$ cat config.mk
export PLATFORM = sky130hd
export DESIGN_NAME = uart_cmd_bridge
export DESIGN_NICKNAME = d
export VERILOG_FILES = /design/src/rtl/uart_bridge_pkg.sv /design/src/rtl/uart_cmd_bridge.sv
export SDC_FILE = /design/constraint.sdc
export NUM_CORES = 1
export LEC_CHECK = 0
export CORE_MARGIN = 2
export CORE_UTILIZATION = 25
export CTS_CLUSTER_SIZE = 25
export DETAILED_ROUTE_END_ITERATION = 8
export PLACE_DENSITY = 0.43
export SLEW_MARGIN = 30
export SYNTH_ARGS = -nofsm -noshare
export SYNTH_HDL_FRONTEND = slang
export SYNTH_SLANG_ARGS = --single-unit
export TNS_END_PERCENT = 10
$ cat constraint.sdc
create_clock -name Clock -period 1.8 [get_ports Clock]
set_input_delay 0.27 -clock Clock [delete_from_list [all_inputs] [get_ports Clock]]
set_output_delay 0.27 -clock Clock [all_outputs]
set_load 0.01 [all_outputs]
$ cat src/rtl/uart_bridge_pkg.sv
// Shared definitions for the UART command bridge.
//   bridgeState_t : command engine states
//   OP_* / RSP_*  : host opcodes and response bytes
package uart_bridge_pkg;

  typedef enum logic [2:0] {
    IDLE,
    GET_ADDR,
    GET_DATA,
    WR_ISSUE,
    RD_ISSUE,
    RD_WAIT,
    SEND
  } bridgeState_t;

  localparam logic [7:0] OP_WRITE = 8'h57;  // 'W'
  localparam logic [7:0] OP_READ  = 8'h52;  // 'R'
  localparam logic [7:0] RSP_ACK  = 8'h4B;  // 'K'
  localparam logic [7:0] RSP_ERR  = 8'h45;  // 'E'
  localparam logic [7:0] RSP_TMO  = 8'h54;  // 'T'

endpackage

$ cat src/rtl/uart_cmd_bridge.sv
// Host command engine between the UART FIFOs and a simple register bus.
// 'W' addr data -> register write, replies 'K'
// 'R' addr      -> register read, replies with the read byte
// other opcode  -> replies 'E'; inter-byte stall -> replies 'T'
// Ports:
//   Clock, ResetN            : clock, async active-low reset
//   RxEmpty/ReadData/ReadUart: RX FIFO head and pop
//   TxFull/WriteData/WriteUart: TX FIFO push
//   RegAddr/RegWrData/RegWrEn/RegRdEn/RegRdData : register bus
//   Busy                     : command in progress
module uart_cmd_bridge
  import uart_bridge_pkg::*;
#(
  parameter int unsigned DATA_BITS      = 8,
  parameter int unsigned ADDR_BITS      = 8,
  parameter int unsigned TIMEOUT_CYCLES = 104167
) (
  input  logic                 Clock,
  input  logic                 ResetN,
  input  logic                 RxEmpty,
  input  logic [DATA_BITS-1:0] ReadData,
  output logic                 ReadUart,
  input  logic                 TxFull,
  output logic [DATA_BITS-1:0] WriteData,
  output logic                 WriteUart,
  output logic [ADDR_BITS-1:0] RegAddr,
  output logic [DATA_BITS-1:0] RegWrData,
  output logic                 RegWrEn,
  output logic                 RegRdEn,
  input  logic [DATA_BITS-1:0] RegRdData,
  output logic                 Busy
);

  localparam int unsigned CNT_BITS = $clog2(TIMEOUT_CYCLES + 1);
  localparam logic [CNT_BITS-1:0] CNT_LAST = CNT_BITS'(TIMEOUT_CYCLES - 1);

  bridgeState_t state, nextState;
  logic                isWrite;
  logic [CNT_BITS-1:0] timeoutCnt;
  logic                inGather;
  logic                timeoutHit;
  logic                opIsWrite;
  logic                opIsRead;

  assign opIsWrite  = (ReadData == DATA_BITS'(OP_WRITE));
  assign opIsRead   = (ReadData == DATA_BITS'(OP_READ));
  assign inGather   = (state == GET_ADDR) || (state == GET_DATA);
  // A byte present on the terminal-count cycle is popped instead of timing out.
  assign timeoutHit = inGather && RxEmpty && (timeoutCnt == CNT_LAST);
  assign Busy       = (state != IDLE);

  always_ff @(posedge Clock or negedge ResetN) begin
    if (!ResetN) state <= IDLE;
    else         state <= nextState;
  end

  always_comb begin
    nextState = state;
    ReadUart  = 1'b0;
    WriteUart = 1'b0;
    RegWrEn   = 1'b0;
    RegRdEn   = 1'b0;
    case (state)
      IDLE: begin
        ReadUart = ~RxEmpty;
        if (!RxEmpty) nextState = (opIsWrite || opIsRead) ? GET_ADDR : SEND;
      end
      GET_ADDR: begin
        ReadUart = ~RxEmpty;
        if (!RxEmpty)        nextState = isWrite ? GET_DATA : RD_ISSUE;
        else if (timeoutHit) nextState = SEND;
      end
      GET_DATA: begin
        ReadUart = ~RxEmpty;
        if (!RxEmpty)        nextState = WR_ISSUE;
        else if (timeoutHit) nextState = SEND;
      end
      WR_ISSUE: begin
        RegWrEn   = 1'b1;
        nextState = SEND;
      end
      RD_ISSUE: begin
        RegRdEn   = 1'b1;
        nextState = RD_WAIT;
      end
      RD_WAIT:  nextState = SEND;
      SEND: begin
        WriteUart = ~TxFull;
        if (!TxFull) nextState = IDLE;
      end
      default:  nextState = IDLE;
    endcase
  end

  // WriteData doubles as the response register so it stays stable through SEND.
  always_ff @(posedge Clock or negedge ResetN) begin
    if (!ResetN) begin
      isWrite    <= 1'b0;
      RegAddr    <= '0;
      RegWrData  <= '0;
      WriteData  <= '0;
      timeoutCnt <= '0;
    end else begin
      case (state)
        IDLE: begin
          if (ReadUart) begin
            isWrite <= opIsWrite;
            if (!opIsWrite && !opIsRead) WriteData <= DATA_BITS'(RSP_ERR);
          end
        end
        GET_ADDR: begin
          if (ReadUart)        RegAddr   <= ReadData[ADDR_BITS-1:0];
          else if (timeoutHit) WriteData <= DATA_BITS'(RSP_TMO);
        end
        GET_DATA: begin
          if (ReadUart)        RegWrData <= ReadData;
          else if (timeoutHit) WriteData <= DATA_BITS'(RSP_TMO);
        end
        WR_ISSUE: WriteData <= DATA_BITS'(RSP_ACK);
        RD_WAIT:  WriteData <= RegRdData;
        default:  ;
      endcase

      // Entry into GET_ADDR/GET_DATA always coincides with a pop, which clears.
      if (inGather && !ReadUart && !timeoutHit) timeoutCnt <= timeoutCnt + CNT_BITS'(1);
      else                                      timeoutCnt <= '0;
    end
  end

endmodule

**Word-level counts from Yosys, hierarchy flattened**

Cells that the tools add are included.

- Register bits: 45
- Latch bits: 0
- Memory bits (writable): 0
- ROM bits: 0
- Input port bits: 20
- Output and inout bits: 29
- Word-level logic and storage cells: 64
- Memories: 0

- Add/subtract/negate cells: 1
- $mul: 0
- Div/mod/pow operators: 0
- Magnitude comparators: 0
- Equal/unequal tests: 15
- Shifts and indexed selects: 0
- Multiplexer cells: 18
- Bitwise gates (word level): 2
- Reduce and logical (&&, ||, !) cells: 22

Operator list:

| cell | count |
|---|---|
| $mux 8 | 4 |
| $pmux 8 s4 | 1 |
| $mux 3 | 7 |
| $pmux 3 s6 | 1 |
| $add 17x1->17 const B | 1 |
| $eq 17x17->1 const B | 1 |
| $mux 17 | 1 |
| $eq 8x7->1 const B | 2 |
| $ne 2x2->1 const B | 5 |
| $eq 3x3->1 const B | 3 |
| $reduce_and 2->1 | 4 |
| $eq 3x2->1 const B | 2 |
| $logic_and 1x1->1 | 5 |
| $reduce_and 5->1 | 1 |
| $logic_not 1->1 | 4 |
| $mux 1 | 4 |
| $reduce_bool 4->1 | 1 |
| $reduce_or 2->1 | 2 |
| $eq 3x1->1 const B | 1 |
| $logic_not 3->1 | 1 |
| $reduce_bool 3->1 | 1 |
| $reduce_or 3->1 | 1 |
| $logic_or 1x1->1 | 2 |
| $ne 2x1->1 const B | 1 |
| $not 1->1 | 2 |

**Depth between registers and ports, before layout**

- Word-level depth: 7
- Mapped depth: 8
- Gate-level depth less buffers: 7

**Worst setup path before layout**

Ideal clock, no wire load.

- Path kind: reg-to-reg
- Start point: register timeoutCnt[0]
- End point: register WriteData[0]
- Library setup time: 125 ps
- Data arrival time: 1494 ps
- Path slack: 181 ps
- Cell stages (with the launch flop): 8
- Cells stage by stage: dfrtp_1 inv_1 ha_1 and4bb_2 nand4_1 o21ai_2 nand2_4 mux2_4

- Cells in the longest elaborated chain, start to end: 4

Ends and longest elaborated chain:

| what | line | text |
|---|---|---|
| start, declared | uart_cmd_bridge.sv:39 | `logic [CNT_BITS-1:0] timeoutCnt;` |
| start signal, assigned | uart_cmd_bridge.sv:125 | `if (inGather && !ReadUart && !timeoutHit) timeoutCnt <= timeoutCnt + CNT_BITS'(1);` |
| $eq 17x17->1 | uart_cmd_bridge.sv:49 | `assign timeoutHit = inGather && RxEmpty && (timeoutCnt == CNT_LAST);` |
| $logic_and 1x1->1 | uart_cmd_bridge.sv:49 |  |
| $ne 2x1->1 (no line) | - |  |
| $reduce_and 5->1 (no line) | - |  |
| end signal, assigned | uart_cmd_bridge.sv:108 | `if (!opIsWrite && !opIsRead) WriteData <= DATA_BITS'(RSP_ERR);` |
| end signal, assigned | uart_cmd_bridge.sv:113 | `else if (timeoutHit) WriteData <= DATA_BITS'(RSP_TMO);` |
| end signal, assigned | uart_cmd_bridge.sv:117 | `else if (timeoutHit) WriteData <= DATA_BITS'(RSP_TMO);` |
| end, declared | uart_cmd_bridge.sv:24 | `output logic [DATA_BITS-1:0] WriteData,` |

Every way passes these cells.
A chain may end at the register's enable or synchronous reset.

**Final worst setup path**

Ends and elaborated chain as after synthesis.

==> flow_metrics.env <==
export IMPL_clkPwrFrac_pct=17.6
export IMPL_outcome="completed"
export IMPL_core_um2=8810
export IMPL_drtIter0Drc=58
export IMPL_grt_pass1_wl_um=9320
export IMPL_cts_tree="yes"
export IMPL_dp_hpwl_um=4080
export IMPL_finalNonFillerCells=401
export IMPL_route_detailed_drc=0
export IMPL_root_buffer="clkbuf_8"
export IMPL_netlist_cell_type_count=49
export IMPL_syn_num_nets=231
export IMPL_period_minus_slack_ps=1740
export IMPL_synth_main_ff_cell="dfrtp_1"
export IMPL_drive_gt1_share_pct=28.0
export IMPL_clk_latency_ps=310
export IMPL_grt_max_degree=46
export IMPL_n_fill_cell=888
export IMPL_crit_required_ps=1990
export IMPL_drt_wl_total_um=5590
export IMPL_p_leak_nw=1.35
export IMPL_yosysWarnings=0
export IMPL_area_delta_synth_final_pct=43.3
export IMPL_cp_start_kind="register"
export IMPL_grt_pass1_vias=1841
export IMPL_hold_violations=0
export IMPL_nets=314
export IMPL_synthTopCellsByArea="dfrtp_1 (49%), mux2_2 (7.9%), nor2_1 (5.1%)"
export IMPL_hold_class="in2async"
export IMPL_grt_overflow=0
export IMPL_stdcell_area_um2=3280
export IMPL_pre_cts_ws_ps=-187
export IMPL_path_class="reg2reg"
export IMPL_grt_usage_pct=11.8
export IMPL_yosys_area_top_type="dfrtp_1"
export IMPL_maxCapViolations=0
export IMPL_grt_setup_unrepaired="yes"
export IMPL_rows=34
export IMPL_async_flop_share_pct=100
export IMPL_gp_congestion=0.830
export IMPL_p_seq_share_pct=33.4
export IMPL_cts_sinks=45
export IMPL_setup_tns_final_ps=0
export IMPL_seq_area_frac_synth_pct=49.2
export IMPL_fin_hold_ws_ps=46.7
export IMPL_ir_drop_mv=0.476
export IMPL_slew_violations=0
export IMPL_utilization_pct=37.3
export IMPL_synth_top_cell_area_share_pct=49.2
export IMPL_swShare_pct=33.9
export IMPL_p_sw_mw=1.57
export IMPL_dr_pass1_iters=4
export IMPL_die_x_um=99.7
export IMPL_fin_skew_ps=16.5
export IMPL_wl_per_cell_um=13.9
export IMPL_path_clk_slew_ps=100
export IMPL_fmax_mhz=574
export IMPL_post_route_period_util_pct=96.8
export IMPL_avgViaCountPerCell=4.58
export IMPL_drtAntennaViolNets=0
export IMPL_combPwrFrac_pct=49.0
export IMPL_start_util_pct=26.0
export IMPL_place_inst=389
export IMPL_synthCells=209
export IMPL_n_antenna_cell=0
export IMPL_placed_area_um2=3100
export IMPL_htree_levels=2
export IMPL_slew_headroom_pct=60.3
export IMPL_die_y_um=99.7
export IMPL_num_io_pins=49
export IMPL_die_area_um2=9940
export IMPL_cts_buffers=5
export IMPL_fin_total_pwr_mw=4.63
export IMPL_p_int_mw=3.06
export IMPL_cp_arrival_ps=1930
export IMPL_avgSynthCellArea_um2=11.0
export IMPL_end_kind="register"
export IMPL_final_setup_worst_slack_ps=58.3
export IMPL_setup_viol=0
export IMPL_antenna_found_initial=0
export IMPL_vias=1835
export IMPL_worst_slew_pin_slew_ps=595
export IMPL_cts_buffer_depth=2
export IMPL_syn_cell_area_um2=2290
export IMPL_synth_edf_count=0
export IMPL_portBuffers=48
export IMPL_synth_ff_latch_count=45
export IMPL_pwr_density_cell_nw_per_um2=1410
export IMPL_ctsHoldBuffers=0
export IMPL_cp_max_fo=6
cell usage after synthesis (all sizes together), types with 2 or more instances:
master,instances
a21oi,8
a221o,2
a22o,3
a32oi,2
and2,2
and3,2
and4bb,2
buf,6
clkbuf,2
dfrtp,45
ha,2
inv,3
mux2,18
nand2,9
nand2b,5
nand3,10
nand4,6
nor2,31
nor2b,4
nor3,5
nor4,3
nor4b,2
o21ai,7
xnor2,7
xor2,10
power groups by stage:
stage          registers (mW)  logic, mW  clock network (mW)
3_3_place_gp             1.56       2.24                   0
5_1_grt                  1.60       2.46               0.892
6_report                 1.54       2.27               0.814
4_1_cts                  1.55       2.27               0.847
3_5_place_dp             1.56       2.23                   0
2_1_floorplan            1.62       1.07                   0
critical path, cell delays in order, from the launching register on:
cell	delay [ps]
dfrtp_1	400
inv_2	70
ha_4	120
and4bb_2	220
nand4_1	150
o21ai_2	250
nand2_4	110
mux2_4	300
per-layer routing:
metal	vias to the layer above	wire length (µm)	track usage, %	part of all wire, %
li1	911	-	-	-
met1	872	2720	16.5	49
met2	44	2490	17.4	45
met3	8	282	3.72	5.0
met4	0	91	4.11	1.6
met5	-	0	0	0
cell usage in the layout (no fill, tap or decap), drive strengths merged, types with 6 or more instances in the layout:
| master | Yosys | layout |
|---|---|---|
| dfrtp | 45 | 45 |
| nor2 | 31 | 31 |
| nand3 | 10 | 10 |
| a21oi | 8 | 8 |
| xor2 | 10 | 10 |
| nand2 | 9 | 9 |
| nand4 | 6 | 6 |
| mux2 | 18 | 18 |
| o21ai | 7 | 7 |
| buf | 6 | 38 |
| clkdlybuf4s50 | 0 | 42 |
| xnor2 | 7 | 7 |
registers in the layout (all words and copies together) (netlist names):
| signal | cells |
|---|---|
| WriteData | 8 |
| RegWrData | 8 |
| timeoutCnt | 17 |
| isWrite | 1 |
| state | 3 |
| RegAddr | 8 |
cell families after synthesis:
logic type / synth area share, %
AND/OR/NAND/NOR: 21.9
flip-flops: 49.2
AO/OA/AOI/OAI: 9.51
multiplexers: 9.18
XOR/XNOR: 6.50
buffers and inverters: 2.62
adder cells (fa/ha/maj): 1.09
final timing paths:
check / start / end / slack (ps) / cells past startpoint
min reg2reg: WriteData[6]$_DFFE_PN0P_ / WriteData[6]$_DFFE_PN0P_ / 510 / 2
max in group asynchronous: ResetN / state[1]$_DFFE_PN0P_ / 1320 / 2
min in group Clock: WriteData[6]$_DFFE_PN0P_ / WriteData[6]$_DFFE_PN0P_ / 510 / 2
min: ResetN / timeoutCnt[12]$_DFF_PN0_ / 50 / 2
max reg2reg: timeoutCnt[0]$_DFF_PN0_ / WriteData[0]$_DFFE_PN0P_ / 60 / 7
max: timeoutCnt[0]$_DFF_PN0_ / WriteData[0]$_DFFE_PN0P_ / 60 / 7
layout make-up:
| cell class | count | area, µm² | area share (%) |
|---|---|---|---|
| Tap cell | 108 | 135 | 4.12 |
| Clock buffer | 5 | 68.8 | 2.10 |
| Inverter | 3 | 11.3 | 0.343 |
| Sequential cell | 45 | 1130 | 34.4 |
| Timing Repair Buffer | 84 | 748 | 22.8 |
| Clock inverter | 3 | 48.8 | 1.49 |
| Multi-Input combinational cell | 153 | 1140 | 34.7 |
timing repair:
item	in CTS	in global routing
setup endpoints to repair	22	25
pin swaps	0	4
gates resized for setup	15	4
endpoints found under the hold margin	0	0
buffers inserted	2	2
Note: power is estimated with default switching activity, not from simulation.
